===== config.mk =====
export PLATFORM = sky130hd
export DESIGN_NAME = rr_grant_scheduler8_flat
export DESIGN_NICKNAME = d
export VERILOG_FILES = /design/src/rtl/rr_grant_scheduler8_if.sv /design/src/rtl/rr_grant_scheduler8.sv /design/src/flat_wrapper.sv
export SDC_FILE = /design/constraint.sdc
export NUM_CORES = 1
export LEC_CHECK = 0
export ABC_AREA = 1
export BUFFER_PORTS_ARGS = -buffer_cell sky130_fd_sc_hd__clkbuf_2
export CAP_MARGIN = 10
export CELL_PAD_IN_SITES_DETAIL_PLACEMENT = 0
export CELL_PAD_IN_SITES_GLOBAL_PLACEMENT = 2
export CORE_MARGIN = 2
export CORE_UTILIZATION = 27
export DETAILED_ROUTE_END_ITERATION = 6
export PLACE_DENSITY = 0.71
export SYNTH_ARGS = -nofsm -noshare
export SYNTH_HDL_FRONTEND = slang
export SYNTH_SLANG_ARGS = --single-unit

===== constraint.sdc =====
create_clock -name CLK -period 2.2 [get_ports CLK]
set_input_delay 0.44 -clock CLK [delete_from_list [all_inputs] [get_ports CLK]]
set_output_delay 0.44 -clock CLK [all_outputs]
set_load 0.02 [all_outputs]

===== src/rtl/rr_grant_scheduler8_if.sv =====
`default_nettype none
// ============================================================================
// Module      : rr_grant_scheduler8_if
// Description : Request/grant bundle between the requesters and the
//               round-robin scheduler. The master side drives enable and
//               requests. The slave side (the scheduler) returns the grant.
// Revision    : 1.0  initial release
// ============================================================================
interface rr_grant_scheduler8_if;
    logic       EN_L;       // active-low scheduler enable
    logic [7:0] REQ_L;      // active-low requests, bit i = requester i
    logic [7:0] GNT_L;      // active-low one-hot grant
    logic [2:0] GNT_IDX;    // binary index of the current grant
    logic       GNT_VALID;  // high while a grant is held
    logic       TO_PULSE;   // one-cycle pulse on forced timeout release

    modport master (
        output EN_L,
        output REQ_L,
        input  GNT_L,
        input  GNT_IDX,
        input  GNT_VALID,
        input  TO_PULSE
    );

    modport slave (
        input  EN_L,
        input  REQ_L,
        output GNT_L,
        output GNT_IDX,
        output GNT_VALID,
        output TO_PULSE
    );
endinterface
`default_nettype wire


===== src/rtl/rr_grant_scheduler8.sv =====
`default_nettype none
// ============================================================================
// Module      : rr_grant_scheduler8
// Description : Eight-way round-robin scheduler with an active-low one-hot
//               grant and a binary grant index. The grant is
//               break-before-make, so every grant is followed by at least
//               one idle cycle. All outputs are registered.
// Options     : GRANT_TIMEOUT_EN - when defined, a grant is force-released
//               after TIMEOUT cycles and TO_PULSE flags the forced release.
// Revision    : 1.0  initial release
// ============================================================================
module rr_grant_scheduler8 #(
    parameter int NREQ    = 8,   // fixed at 8 to match the 3-bit select
    parameter int TIMEOUT = 16   // 2..255, used only with GRANT_TIMEOUT_EN
) (
    input  wire                   CLK,
    input  wire                   RST_L,
    rr_grant_scheduler8_if.slave  bus
);

    typedef enum logic [0:0] {
        S_IDLE  = 1'b0,
        S_GRANT = 1'b1
    } state_t;

    state_t            r_state;
    state_t            w_state_nxt;
    logic [NREQ-1:0]   r_gnt_l;
    logic [NREQ-1:0]   w_gnt_l_nxt;
    logic [2:0]        r_gnt_idx;
    logic [2:0]        w_gnt_idx_nxt;
    logic              r_gnt_valid;
    logic              w_gnt_valid_nxt;
    logic              r_to_pulse;
    logic              w_to_pulse_nxt;
    logic [2:0]        r_ptr;
    logic [2:0]        w_ptr_nxt;

    logic [2:0]        w_sel;
    logic              w_any_req;
    logic [2:0]        w_cand;
    logic              w_release_vol;
    logic              w_timeout;

`ifdef GRANT_TIMEOUT_EN
    localparam logic [7:0] c_to_last = 8'(TIMEOUT - 1);
    logic [7:0]        r_cnt;
    logic [7:0]        w_cnt_nxt;
`endif

    // Pick the first active requester at or after the pointer. The scan runs
    // from the far end so that the last hit is the nearest one to the pointer.
    always_comb begin
        w_sel     = 3'd0;
        w_any_req = 1'b0;
        w_cand    = 3'd0;
        for (int k = NREQ - 1; k >= 0; k--) begin
            w_cand = r_ptr + 3'(k);
            if (!bus.REQ_L[w_cand]) begin
                w_sel     = w_cand;
                w_any_req = 1'b1;
            end
        end
    end

    // A voluntary release happens when the holder drops its request or when
    // the scheduler is disabled. A forced release happens when the hold
    // budget is used up.
    always_comb begin
        w_release_vol = bus.REQ_L[r_gnt_idx] | bus.EN_L;
`ifdef GRANT_TIMEOUT_EN
        w_timeout     = (r_cnt == c_to_last);
`else
        w_timeout     = 1'b0;
`endif
    end

    // Next-state and next-output logic. Outputs are precomputed here and then
    // registered, so no input reaches an output combinationally.
    always_comb begin
        w_state_nxt     = r_state;
        w_gnt_l_nxt     = r_gnt_l;
        w_gnt_idx_nxt   = r_gnt_idx;
        w_gnt_valid_nxt = r_gnt_valid;
        w_ptr_nxt       = r_ptr;
        w_to_pulse_nxt  = 1'b0;
`ifdef GRANT_TIMEOUT_EN
        w_cnt_nxt       = r_cnt;
`endif
        case (r_state)
            S_IDLE: begin
                if (!bus.EN_L && w_any_req) begin
                    w_state_nxt     = S_GRANT;
                    w_gnt_l_nxt     = ~(NREQ'(1) << w_sel);
                    w_gnt_idx_nxt   = w_sel;
                    w_gnt_valid_nxt = 1'b1;
`ifdef GRANT_TIMEOUT_EN
                    w_cnt_nxt       = 8'd0;
`endif
                end
            end
            S_GRANT: begin
                if (w_release_vol || w_timeout) begin
                    w_state_nxt     = S_IDLE;
                    w_gnt_l_nxt     = '1;
                    w_gnt_idx_nxt   = 3'd0;
                    w_gnt_valid_nxt = 1'b0;
                    w_ptr_nxt       = r_gnt_idx + 3'd1;
                    // A voluntary release at the same edge hides the timeout.
                    w_to_pulse_nxt  = w_timeout && !w_release_vol;
                end
`ifdef GRANT_TIMEOUT_EN
                else begin
                    w_cnt_nxt = r_cnt + 8'd1;
                end
`endif
            end
            default: begin
                w_state_nxt = S_IDLE;
            end
        endcase
    end

    // State and output registers. The asynchronous reset drops the grant at
    // once, even in the middle of a grant.
    always_ff @(posedge CLK or negedge RST_L) begin
        if (!RST_L) begin
            r_state     <= S_IDLE;
            r_gnt_l     <= '1;
            r_gnt_idx   <= 3'd0;
            r_gnt_valid <= 1'b0;
            r_to_pulse  <= 1'b0;
            r_ptr       <= 3'd0;
`ifdef GRANT_TIMEOUT_EN
            r_cnt       <= 8'd0;
`endif
        end else begin
            r_state     <= w_state_nxt;
            r_gnt_l     <= w_gnt_l_nxt;
            r_gnt_idx   <= w_gnt_idx_nxt;
            r_gnt_valid <= w_gnt_valid_nxt;
            r_to_pulse  <= w_to_pulse_nxt;
            r_ptr       <= w_ptr_nxt;
`ifdef GRANT_TIMEOUT_EN
            r_cnt       <= w_cnt_nxt;
`endif
        end
    end

    assign bus.GNT_L     = r_gnt_l;
    assign bus.GNT_IDX   = r_gnt_idx;
    assign bus.GNT_VALID = r_gnt_valid;
    assign bus.TO_PULSE  = r_to_pulse;

endmodule
`default_nettype wire


===== src/flat_wrapper.sv =====
// flat-port wrapper written by rule: the top's interface ports become plain ports
module rr_grant_scheduler8_flat 
#(
    parameter int NREQ    = 8,                                          
    parameter int TIMEOUT = 16                                             
)
  (CLK, RST_L, bus_EN_L, bus_REQ_L, bus_GNT_L, bus_GNT_IDX, bus_GNT_VALID, bus_TO_PULSE);
  rr_grant_scheduler8_if bus_i ();
  input  wire CLK;
  input  wire RST_L;
  input wire logic [$bits(bus_i.EN_L)-1:0] bus_EN_L;
  input wire logic [$bits(bus_i.REQ_L)-1:0] bus_REQ_L;
  output wire logic [$bits(bus_i.GNT_L)-1:0] bus_GNT_L;
  output wire logic [$bits(bus_i.GNT_IDX)-1:0] bus_GNT_IDX;
  output wire logic [$bits(bus_i.GNT_VALID)-1:0] bus_GNT_VALID;
  output wire logic [$bits(bus_i.TO_PULSE)-1:0] bus_TO_PULSE;
  assign bus_i.EN_L = bus_EN_L;
  assign bus_i.REQ_L = bus_REQ_L;
  assign bus_GNT_L = bus_i.GNT_L;
  assign bus_GNT_IDX = bus_i.GNT_IDX;
  assign bus_GNT_VALID = bus_i.GNT_VALID;
  assign bus_TO_PULSE = bus_i.TO_PULSE;
  rr_grant_scheduler8 #(.NREQ(NREQ), .TIMEOUT(TIMEOUT)) u_core (.CLK(CLK), .RST_L(RST_L), .bus(bus_i));
endmodule

### Word level (Yosys, flattened, before mapping)

Cells that the tools add are included.

| storage, ports and cells | value |
|---|---|
| logic and storage cells | 78 |
| register bits | 16 |
| input port bits | 11 |

| cells by class | value |
|---|---|
| shift-type cells | 1 |
| magnitude comparators | 9 |
| equal/unequal tests | 2 |
| add/sub/neg operators | 8 |
| reductions and logical operators | 4 |
| muxes and demuxes | 46 |
| bitwise operators | 3 |

Operators by type and width:

| operator | count |
|---|---|
| 3-bit by 4-bit < comparator with 1-bit output, second input constant | 9 |
| 3-bit two-way mux | 10 |
| 1-bit binary-select mux with 3-bit select | 9 |
| 1-bit two-way mux | 21 |
| 8-bit two-way mux | 2 |
| 8-bit one-hot mux with 2 select lines | 1 |
| 3-bit adder, second input constant | 4 |
| 8-bit inverter | 1 |
| 1-bit by 3-bit << shifter with 8-bit output, first input constant | 1 |
| 3-bit by 1-bit adder with 3-bit output, second input constant | 2 |
| 3-bit by 2-bit adder with 3-bit output, second input constant | 2 |
| 3-bit one-hot mux with 2 select lines | 1 |
| 1-bit one-hot mux with 2 select lines | 2 |
| 2-bit AND reduction | 2 |
| 2-bit by 1-bit inequality test with 1-bit output, second input constant | 1 |
| 2-bit inequality test, second input constant | 1 |
| 1-bit logical AND | 1 |
| 1-bit zero test | 1 |
| 1-bit inverter | 1 |
| 1-bit OR | 1 |

### Longest topological paths before layout

Gate-level depths: netlist of run 1.

| logic depth | value |
|---|---|
| word-level depth | 15 |
| depth in mapped cells | 22 |
| mapped depth without buffers | 20 |

### Least setup slack after synthesis of run 1

OpenSTA, ideal clock, no wires.

| timing path | value |
|---|---|
| kind | register to register |
| from | register u_core.r_ptr[1] |
| to | register u_core.r_gnt_l[4] (netlist: u_core.bus.GNT_L[4]) |
| stages on the path, launching flop included | 23 |
| arrival time | 2.103 ns |
| buffers on the path | 2 |
| path slack | 0.022 ns |
| clock period less this slack | 2.178 ns |
| required time | 2.125 ns |
| path through | dfrtp_1 > buf_4 > inv_2 > ha_1 > buf_2 > inv_1 > nand3_1 > nand2_1 > nand2_2 > nand2_2 > inv_2 > nand2_1 > nand2_1 > nand2_1 > nand2_1 > nand2_1 > nand2_1 > nand2_1 > nand2_1 > inv_2 > nand2_1 > nor2_1 > nor2_1 |

| on the way | value |
|---|---|
| cells in the longest elaborated chain, start to end | 15 |

Ends and longest elaborated chain:

| element | line | source |
|---|---|---|
| start: declaration | rr_grant_scheduler8.sv:36 | `logic [2:0] r_ptr;` |
| start signal: assignment | rr_grant_scheduler8.sv:143 | `r_ptr <= w_ptr_nxt;` |
| 3-bit adder | rr_grant_scheduler8.sv:58 | `w_cand = r_ptr + 3'(k);` |
| 1-bit binary-select mux with 3-bit select | rr_grant_scheduler8.sv:59 | `if (!bus.REQ_L[w_cand]) begin` |
| 1-bit two-way mux (implied by the code) | rr_grant_scheduler8.sv:59 |  |
| 3-bit two-way mux (8 in a row) | rr_grant_scheduler8.sv:59 |  |
| 1-bit by 3-bit << shifter with 8-bit output | rr_grant_scheduler8.sv:94 | `w_gnt_l_nxt = ~(NREQ'(1) << w_sel);` |
| 8-bit inverter | rr_grant_scheduler8.sv:94 |  |
| 8-bit two-way mux | rr_grant_scheduler8.sv:92 | `if (!bus.EN_L && w_any_req) begin` |
| 8-bit one-hot mux with 2 select lines | rr_grant_scheduler8.sv:90 | `case (r_state)` |
| end signal: assignment | rr_grant_scheduler8.sv:139 | `r_gnt_l <= w_gnt_l_nxt;` |
| end: declaration | rr_grant_scheduler8.sv:28 | `logic [NREQ-1:0] r_gnt_l;` |

Parallel ways exist; a longest one is shown, timed or not. The select of a mux whose other input is x is not followed.
A chain may end at the register's enable or synchronous reset.

### Worst setup path after layout of run 1

| timing path | value |
|---|---|
| from | register u_core.r_ptr[0] |
| to | register u_core.r_state |

| on the way | value |
|---|---|
| cells in the longest elaborated chain, start to end | 14 |

Ends and longest elaborated chain:

| element | line | source |
|---|---|---|
| 3-bit adder | rr_grant_scheduler8.sv:58 |  |
| 1-bit binary-select mux with 3-bit select | rr_grant_scheduler8.sv:59 |  |
| 1-bit two-way mux (implied by the code) | rr_grant_scheduler8.sv:59 |  |
| 1-bit two-way mux (7 in a row) | rr_grant_scheduler8.sv:59 |  |
| 1-bit two-way mux * | rr_grant_scheduler8.sv:59 |  |
| 1-bit logical AND * | rr_grant_scheduler8.sv:92 |  |
| 1-bit two-way mux * | rr_grant_scheduler8.sv:92 |  |
| 1-bit one-hot mux with 2 select lines * | rr_grant_scheduler8.sv:90 |  |
| named net u_core.w_state_nxt | rr_grant_scheduler8.sv:27 | `state_t w_state_nxt;` |
| end signal: assignment | rr_grant_scheduler8.sv:138 | `r_state <= w_state_nxt;` |
| end: declaration | rr_grant_scheduler8.sv:26 | `state_t r_state;` |

Mark *: on every way through the listed nets, which the timed path passes. The rest lies on a longest branch. The select of a mux whose other input is x is not followed.

==> results of run 1 <==
-- sequential cells by signal, indices dropped and copies added (netlist names) --
register              cells
u_core.bus.GNT_IDX        3
u_core.bus.GNT_L          8
u_core.bus.GNT_VALID      1
u_core.r_ptr              3
u_core.r_state            1
-- kinds of logic (layout without fill, tap and decap cells) --
family	after synthesis	count (layout)	synth area share [%]
and+or+nand+nor	149	149	46.6
buffers and inverters	31	67	9.78
AOI/OAI and AO/OA	21	21	8.93
DFF	16	16	27.9
xor gates and xnor gates	5	5	4.00
adders and majority gates	3	3	2.55
other	1	1	0.255
-- cell usage in the layout, fill, tap and decap left out, drive strengths merged --
master / count
ha: 3
xor2: 1
o22ai: 2
nor3b: 1
xnor2: 4
nand2: 95
conb: 1
o21ai: 7
nand3: 23
nand4: 1
nor2: 29
dfstp: 8
a21oi: 10
a211o: 1
inv: 25
dfrtp: 8
clkbuf: 26
buf: 16
a221oi: 1
-- layer usage --
metal / GRT usage (%) / vias up / wire length (um)
met3: 1.51 / 7 / 128
li1: - / 778 / -
met1: 17.6 / 669 / 1820
met5: 0 / - / 0
met4: 3.21 / 0 / 37
met2: 21.3 / 20 / 1760
-- stage by stage --
stage,util [%],setup TNS [ps]
after CTS,33.5,0
after detailed placement,32.6,0
final,36.8,0
after floorplan,-,0
after global routing,36.8,-5.65
after global placement,32.6,-3.07
-- repair_timing --
item | CTS | global route
gates resized for setup | 0 | 31
endpoints found under the setup margin | 0 | 11
hold buffers | 0 | 0
buffers inserted | 0 | 7
-- worst paths after layout --
kind,from,end,slack (ps)
worst max-delay path,u_core.r_ptr[0],u_core.r_state,110
worst min-delay path,RST_L,u_core.bus.GNT_IDX[2],110
worst max register to register,u_core.r_ptr[0],u_core.r_state,110
worst min register to register,u_core.bus.GNT_VALID,u_core.bus.GNT_VALID,480
max in group asynchronous,RST_L,u_core.bus.GNT_L[2],1760
min in group CLK,u_core.bus.GNT_VALID,u_core.bus.GNT_VALID,480
-- worst register-to-register path, cell delays in order (launching register included) --
cell     delay (ps)
dfrtp_1         400
buf_6           130
ha_2            190
xnor2_2         200
inv_1            90
nand2_2          90
nand2_4          70
nor3b_4         220
nand4_4         140
nand2_4         120
buf_4           110
buf_4           120
o21ai_0          80
-- area by class of cell --
class	instances	area (um^2)	share of cell area (%)
sequential	16	410	21.6
multi-input combinational	179	1020	53.8
clock buffer	4	45.0	2.37
inverter	25	93.8	4.93
tap	70	87.6	4.60
timing repair buffer	38	241	12.7
-- cell usage after synthesis, types with 3 or more instances --
| library cell | instances |
|---|---|
| dfstp_2 | 8 |
| nor2_2 | 5 |
| inv_1 | 17 |
| o21ai_0 | 5 |
| buf_4 | 3 |
| nand2_1 | 76 |
| nor2_1 | 24 |
| inv_2 | 8 |
| a21oi_1 | 10 |
| ha_1 | 3 |
| dfrtp_1 | 8 |
| nand2_2 | 17 |
| nand3_1 | 21 |
==> reports/results.tsv, run 1 <==
stage	metric	value	unit
global_routing	GR Overflow Total	0	
yosys	Net Count, Synth	240	
detailed_routing	ANT nets after route	0	
global_routing	initial antenna violation count	0	
clocking	CTS tree	built	
yosys	top_reg_cell synth	dfstp_2	
layout	post-route insts no fill	332	
place	final estimated routing congestion in global placement	0.745	
global_routing	largest net degree at the start of global routing	17	
layout	fillcell total	547	
die	Ports	24	
yosys	mean area per synthesized cell	6.51	um^2
yosys	register area share after synthesis	27.9	%
yosys	Yosys warning count	0	
run	# Max-Cap Violations	0	
timing	# setup viols final	0	
die	Initial Utilization	28.4	%
clocking	clk slew on worst S/H paths	60	ps
setup_path	critical path class	reg -> reg	
setup_path	Bufs and invs on worst path	4	
timing	Slew Limit Fails	0	
setup_path	Setup crit end kind	flip-flop	
detailed_routing	Routed WL per cell	11.3	um
setup_path	number of cells on the critical path	12	
timing	period utilization	95.2	%
yosys	largest area contributor in the netlist	nand2_1	
yosys	Post-synth EDFFs	0	
outcome	outcome	complete, no violations	
detailed_routing	DR iter-0 viols	49	
place	placed insts	321	
yosys	Cells after Synth	226	
die	std cell rows	26	
timing	Fin Hold WS	112	ps
layout	fraction of layout cells with a size suffix above 1	42.7	%
die	floorplan core area	5170	um^2
die	Die Width	77.8	um
detailed_routing	Pre-Repair DR Iteration Count	4	
yosys	FF+latch count, synth	16	
setup_path	Critical Path RT	2330	ps
detailed_routing	DRC	0	
detailed_routing	total routed wirelength	3740	um
clocking	Clock Tree Root	clkbuf_8	
min_path	Hold WC Path Type	in -> async	
detailed_routing	drt via density	4.44	
timing	Final Hold Viols	0	
setup_path	kind of cell adding the most delay to the critical path	simple AND/OR/NAND/NOR gates	
clocking	CTS H-tree lvls	1	
detailed_routing	Vias	1474	
place	Placed Area	1690	um^2
yosys	async set or reset register ratio after synthesis	100	%
setup_path	CP max FO	5	
setup_path	Reg2Reg Depth	12	
timing	fin worst setup slack	106	ps
clocking	CTS Sinks	16	
die	die height	77.8	um
yosys	largest cells by area after synthesis	nand2_1 (19%), dfstp_2 (14%), dfrtp_1 (14%), nand2_2 (7.2%), nand3_1 (7.1%)	
clocking	clock latency at the later pin of the worst-skew pair	250	ps
timing	RSZ-0062 raised after global routing	true	
yosys	Distinct cells, synth	28	
setup_path	Worst Path Arrival	2220	ps
global_routing	total track usage	12.8	%
global_routing	first-pass GRT wire length	6370	um
die	DIE AREA	6060	um^2
place	Buffers on Ports	22	
layout	layout net count	277	
clocking	CTS buffer count	3	
setup_path	CP max stage delay	400	ps
place	hpwl dp	2990	um
timing	crit path time final	2090	ps
global_routing	vias in the first global route	1425	
setup_path	critical path's slowest cell	dfrtp_1	
place	Place WS	25.7	ps
layout	final instance area	1900	um^2
layout	Syn-to-layout area delta	29.3	%
timing	clk_skew	4.64	ps
setup_path	crit-path cells	buf_6, ha_2, xnor2_2, inv_1, nand2_2, nand2_4, nor3b_4, nand4_4, nand2_4, buf_4, buf_4, o21ai_0	
yosys	synthesized area	1470	um^2
layout	Diodes inserted	0	
clocking	Bufs on Longest Clock Path	2	
setup_path	CP startpoint kind	flip-flop	
timing	FMAX	0.478	GHz
yosys	Yosys top cell area share	19.4	%
Power of run 1 is not shown: default switching activity piles up to over one toggle a cycle in this logic, so the estimate is an artifact.
==> inputs of run 2 (changes only) <==
--- a/config.mk
+++ b/config.mk
@@ -10,7 +10,7 @@
 export CAP_MARGIN = 10
 export CELL_PAD_IN_SITES_DETAIL_PLACEMENT = 0
 export CELL_PAD_IN_SITES_GLOBAL_PLACEMENT = 2
-export CORE_MARGIN = 2
+export CORE_MARGIN = 4
 export CORE_UTILIZATION = 27
 export DETAILED_ROUTE_END_ITERATION = 6
 export PLACE_DENSITY = 0.71
==> run 2 against run 1 <==
  * Register-to-register slack better by 60 ps
  * Final area is 1.5% higher
  * Via count is 2.6% lower
==> reports/results.tsv, run 2 (synthesis gave the netlist of run 1 again) <==
stage	metric	value	unit
detailed_routing	met1 wire length	2010	um
die	Ports	24	
detailed_routing	DRC	0	
global_routing	largest net degree at the start of global routing	17	
die	std cell rows	26	
timing	clk_skew	6.32	ps
detailed_routing	Routed WL per cell	12.0	um
setup_path	critical path class	reg -> reg	
run	# Max-Cap Violations	0	
setup_path	Reg2Reg Depth	18	
clocking	clock latency at the later pin of the worst-skew pair	250	ps
clocking	hold_buf cts	0	
setup_path	CP max FO	4	
setup_path	Worst Path Arrival	2210	ps
clocking	Bufs on Longest Clock Path	2	
layout	Diodes inserted	0	
die	die height	81.8	um
setup_path	Setup crit end kind	flip-flop	
timing	Slew Limit Fails	0	
detailed_routing	ANT nets after route	0	
layout	fraction of layout cells with a size suffix above 1	45.3	%
timing	FMAX	0.492	GHz
global_routing	vias in the first global route	1436	
clocking	CTS H-tree lvls	1	
place	hpwl dp	3230	um
detailed_routing	DR iter-0 viols	50	
global_routing	first-pass GRT wire length	6760	um
timing	# setup viols final	0	
detailed_routing	Vias	1436	
global_routing	initial antenna violation count	0	
min_path	Hold WC Path Type	in -> async	
place	Buffers on Ports	22	
layout	fillcell total	597	
outcome	outcome	complete, no violations	
die	Die Width	81.8	um
setup_path	Reg2Reg Setup Slack	170	ps
layout	commonest cells after routing, fill and taps aside	nand2_1 (60), nand2_2 (26), clkbuf_2 (22), nor2_1 (20), nand3_1 (17)	
global_routing	GR Overflow Total	0	
setup_path	r2r endpoint	u_core.bus.GNT_L[1]	
layout	layout net count	273	
place	final estimated routing congestion in global placement	0.736	
detailed_routing	total routed wirelength	3940	um
detailed_routing	total length of routed met3 wires	66	um
detailed_routing	top routing layer in use	met4	
die	floorplan core area	5200	um^2
timing	period utilization	92.4	%
setup_path	Critical Path RT	2380	ps
clocking	CTS buffer count	3	
clocking	CTS Sinks	16	
clocking	CTS tree	built	
layout	Syn-to-layout area delta	31.3	%
timing	Fin Hold WS	110	ps
detailed_routing	drt via density	4.38	
setup_path	CP startpoint kind	flip-flop	
timing	RSZ-0062 raised after global routing	true	
timing	fin worst setup slack	166	ps
timing	Final Hold Viols	0	
place	Place WS	34.4	ps
detailed_routing	WL met2	1860	um
global_routing	total track usage	12.7	%
clocking	Clock Tree Root	clkbuf_8	
layout	max FFs per register	8	
timing	total negative slack	0	ps
detailed_routing	Pre-Repair DR Iteration Count	4	
layout	most common cell after layout, fill and taps aside	nand2_1	
timing	crit path time final	2030	ps
clocking	clk slew on worst S/H paths	60	ps
setup_path	worst reg2reg startpoint	u_core.r_ptr[0]	
die	Initial Utilization	28.3	%
die	DIE AREA	6690	um^2
==> run 2: cell count changes in the layout (fill, tap and decap cells not counted), sizes merged <==
cell,delta
buf,-4
==> run 2: worst max-delay path: stages (launching register included) <==
cell and delay, ps:
dfrtp_1 400, inv_2 70, ha_4 280, buf_6 110
nand3_2 70, nand2_2 100, nand2_4 60, nand2_4 110
inv_4 50, nand3_1 60, nand3_1 80, nand2_1 60
nand2_1 40, nand2_1 70, nand2_2 80, nand2_4 100
nand2_1 70, nor2_1 120, nor2_1 50
==> run 2: final cells by class <==
class / instances / area (um^2) / share of cell area, %
clock buffers: 4 / 45.0 / 2.33
multi-input cells: 179 / 1080 / 55.9
flip-flops and latches: 16 / 412 / 21.3
repair buffers: 34 / 211 / 10.9
well taps: 70 / 87.6 / 4.53
inverters: 25 / 96.3 / 4.99
==> run 2: metal layers <==
| metal | track usage (%) | up-vias |
|---|---|---|
| li1 | - | 769 |
| met1 | 18.4 | 647 |
| met2 | 20.3 | 18 |
| met3 | 1.54 | 2 |
| met4 | 2.49 | 0 |
| met5 | 0 | - |
==> run 2: what timing repair did <==
item | in CTS | in global routing
setup buffers | 0 | 1
endpoints found under the setup margin | 0 | 12
gates resized for setup | 0 | 46
==> run 2: worst max-delay path by stage <==
stage	startpoint	to	slack, ps
6_report	u_core.r_ptr[0]	u_core.bus.GNT_L[1]	170
5_1_grt	u_core.r_ptr[0]	u_core.bus.GNT_L[0]	-50
4_1_cts	u_core.r_ptr[0]	u_core.bus.GNT_L[0]	5
3_5_place_dp	u_core.r_ptr[0]	u_core.bus.GNT_L[0]	30
3_3_place_gp	u_core.r_ptr[0]	u_core.bus.GNT_L[0]	20
2_1_floorplan	u_core.r_ptr[1]	u_core.bus.GNT_L[4]	20
==> run 2: per-stage QoR <==
stage	area (um^2)	util, %	instances
2_1_floorplan	1470	-	226
3_3_place_gp	1700	32.7	323
3_5_place_dp	1700	32.7	323
4_1_cts	1750	33.6	327
5_1_grt	1930	37.1	328
6_report	1930	37.1	328
Power of run 2 is left out for the same reason.
==> inputs of run 3 (changes only) <==
--- a/config.mk
+++ b/config.mk
@@ -5,15 +5,14 @@
 export SDC_FILE = /design/constraint.sdc
 export NUM_CORES = 1
 export LEC_CHECK = 0
-export ABC_AREA = 1
 export BUFFER_PORTS_ARGS = -buffer_cell sky130_fd_sc_hd__clkbuf_2
 export CAP_MARGIN = 10
 export CELL_PAD_IN_SITES_DETAIL_PLACEMENT = 0
 export CELL_PAD_IN_SITES_GLOBAL_PLACEMENT = 2
 export CORE_MARGIN = 4
-export CORE_UTILIZATION = 27
+export CORE_UTILIZATION = 33
 export DETAILED_ROUTE_END_ITERATION = 6
-export PLACE_DENSITY = 0.71
+export PLACE_DENSITY = 0.72
 export SYNTH_ARGS = -nofsm -noshare
 export SYNTH_HDL_FRONTEND = slang
 export SYNTH_SLANG_ARGS = --single-unit
==> run 3 against run 2 <==
  * The run now ends with negative setup slack left
  * Wire length up 19%
  * Via count is 7.2% higher
  * Highest routed layer unchanged
  * Count of clock-buffer cells in the layout unchanged
  * Clock skew fell by 4.9 ps
  * Sequential share of layout area fell by 3.4 points
  * Area after synthesis is 8.9% higher
  * Core utilization increased by 12 points
==> reports/results.tsv, run 3 <==
stage	metric	value	unit
die	std cell rows	25	
clocking	clk slew on worst S/H paths	60	ps
die	die height	77.7	um
yosys	FF+latch count, synth	16	
die	DIE AREA	6040	um^2
timing	crit path time final	2930	ps
yosys	synthesized area	1600	um^2
yosys	Yosys top cell area share	19.7	%
layout	final core utilization	48.7	%
timing	FMAX	0.341	GHz
outcome	failing checks	negative setup slack	
yosys	largest cells by area after synthesis	mux4_2 (20%), dfstp_2 (13%), dfrtp_1 (12%), mux2_2 (4.9%), o22a_1 (3.3%)	
yosys	Synth Area in Adders	2.34	%
clocking	Clock Tree Root	clkbuf_8	
yosys	Synth Area in Simple Gates	17.4	%
clocking	CTS H-tree lvls	1	
detailed_routing	DRC	0	
die	floorplan core area	4720	um^2
outcome	outcome	complete, but fails checks	
setup_path	Setup crit end kind	flip-flop	
detailed_routing	DR iter-0 viols	84	
yosys	Post-Synth XOR/XNOR Area	2.65	%
yosys	most frequent cell after synthesis	mux4_2	
detailed_routing	total routed wirelength	4710	um
layout	Syn-to-layout area delta	43.5	%
die	Ports	24	
timing	# setup viols final	11	
timing	Slew Limit Fails	0	
detailed_routing	drt via density	5.34	
yosys	Yosys warning count	0	
setup_path	critical path's slowest cell	mux4_2	
yosys	Cells after Synth	156	
global_routing	initial antenna violation count	0	
clocking	CTS buffer count	3	
yosys	post-synthesis compound-gate area fraction	18.0	%
detailed_routing	Routed WL per cell	16.3	um
setup_path	CP startpoint kind	flip-flop	
global_routing	vias in the first global route	1580	
global_routing	total track usage	15.9	%
yosys	top_reg_cell synth	dfstp_2	
die	Initial Utilization	33.9	%
clocking	CTS tree	built	
yosys	mean area per synthesized cell	10.3	um^2
detailed_routing	Vias	1539	
yosys	register area share after synthesis	25.6	%
place	Buffers on Ports	22	
global_routing	largest net degree at the start of global routing	20	
timing	clk_skew	1.42	ps
setup_path	Reg2Reg Setup Slack	-730	ps
setup_path	Bufs and invs on worst path	1	
place	hpwl dp	3700	um
timing	period utilization	133	%
setup_path	CP max stage delay	510	ps
clocking	CTS Sinks	16	
layout	Diodes inserted	0	
yosys	largest area contributor in the netlist	mux4_2	
die	Die Width	77.7	um
setup_path	Critical Path RT	2380	ps
layout	fillcell total	446	
setup_path	critical path class	reg -> reg	
clocking	clock latency at the later pin of the worst-skew pair	250	ps
yosys	Net Count, Synth	170	
detailed_routing	Pre-Repair DR Iteration Count	4	
setup_path	Worst Path Arrival	3110	ps
yosys	largest family of logic cells by synthesized area	multiplexers	
layout	most common cell after layout, fill and taps aside	buf_4	
layout	fraction of layout cells with a size suffix above 1	58.8	%
place	final estimated routing congestion in global placement	0.899	
yosys	Distinct cells, synth	47	
run	# Max-Cap Violations	0	
clocking	Bufs on Longest Clock Path	2	
detailed_routing	ANT nets after route	0	
yosys	Commonest cells post-synth	mux4_2 (14), nor2_1 (11), nand2_1 (10), o21ai_0 (10)	
yosys	Post-synth EDFFs	0	
yosys	post-synthesis mux area share	29.4	%
global_routing	GR Overflow Total	0	
setup_path	kind of cell adding the most delay to the critical path	multiplexers	
yosys	async set or reset register ratio after synthesis	100	%
layout	max FFs per register	8	
min_path	Hold WC Path Type	in -> async	
global_routing	first-pass GRT wire length	7770	um
layout	layout net count	236	
setup_path	CP max FO	4	
setup_path	crit-path cells	inv_8, ha_4, mux4_2, mux2_4, nor2b_4, o21ba_1, o311a_1, or4_4, o22a_1	
timing	Final Hold Viols	0	
clocking	hold_buf cts	0	
timing	fin worst setup slack	-730	ps
layout	commonest cells after routing, fill and taps aside	buf_4 (42), clkbuf_2 (22), mux4_2 (14), nor2_1 (10), nand2_1 (10)	
timing	RSZ-0062 raised after global routing	true	
-- run 3: cell types whose count changed after synthesis, moves of 13 or more --
cell / delta
inv_1: -13
mux4_2: +14
nand2_1: -66
nand2_2: -17
nand3_1: -18
nor2_1: -13
-- run 3: path summary, 6_finish.rpt --
check / from / to / cells after the start
min reg2reg: u_core.bus.GNT_VALID / u_core.bus.GNT_VALID / 2
max in group asynchronous: RST_L / u_core.bus.GNT_L[1] / 1
min: RST_L / u_core.bus.GNT_IDX[2] / 1
max reg2reg: u_core.r_ptr[0] / u_core.bus.GNT_L[0] / 9
min in group CLK: u_core.bus.GNT_VALID / u_core.bus.GNT_VALID / 2
max: u_core.r_ptr[0] / u_core.bus.GNT_L[0] / 9
-- run 3: cell families after synthesis --
| family | count (synthesis) |
|---|---|
| xor gates and xnor gates | 4 |
| and+or+nand+nor | 49 |
| DFF | 16 |
| AOI/OAI and AO/OA | 42 |
| buffers and inverters | 14 |
| adders and majority gates | 3 |
| other | 1 |
| muxes | 27 |
-- run 3: metrics by stage --
step	setup WS (ps)	hold slack, ps	instances	cell area (um^2)	setup TNS (ps)
6_report	-730	107	288	2300	-6750
5_1_grt	-812	139	288	2300	-7730
3_3_place_gp	-720	374	278	2110	-6630
3_5_place_dp	-758	384	278	2110	-7060
4_1_cts	-729	114	287	2240	-6580
2_1_floorplan	-1010	144	156	1690	-9300
-- run 3: area by class of cell --
cell class              count  area (um^2)  share of cell area [%]
clock buffers               4         55.1                    2.39
inverters                   4         25.0                    1.09
well taps                  67         83.8                    3.65
multi-input cells         126         1220                    53.0
repair buffers             71          504                    21.9
flip-flops and latches     16          413                    18.0
-- run 3: timing repair --
action | 4_1_cts | 5_1_grt
hold endpoints to repair | 0 | 0
resized for setup | 13 | 9
setup buffers | 5 | 1
pin swaps | 4 | 5
setup endpoints to repair | 11 | 13
cloned | 0 | 0
-- run 3: metal layers --
metal | part of all wire (%) | wire, um | GRT usage [%]
met5 | 0 | 0 | 0
met4 | 0.94 | 44 | 2.67
met3 | 2.8 | 133 | 3.02
met2 | 51 | 2410 | 26.1
met1 | 45 | 2120 | 22.0
-- run 3: worst reg2reg max path, stage by stage, from the launching register on --
cell,delay [ps]
dfrtp_2,420
inv_8,40
ha_4,280
mux4_2,510
mux2_4,290
nor2b_4,140
o21ba_1,170
o311a_1,300
or4_4,510
o22a_1,200
Power of run 3 is left out for the same reason.
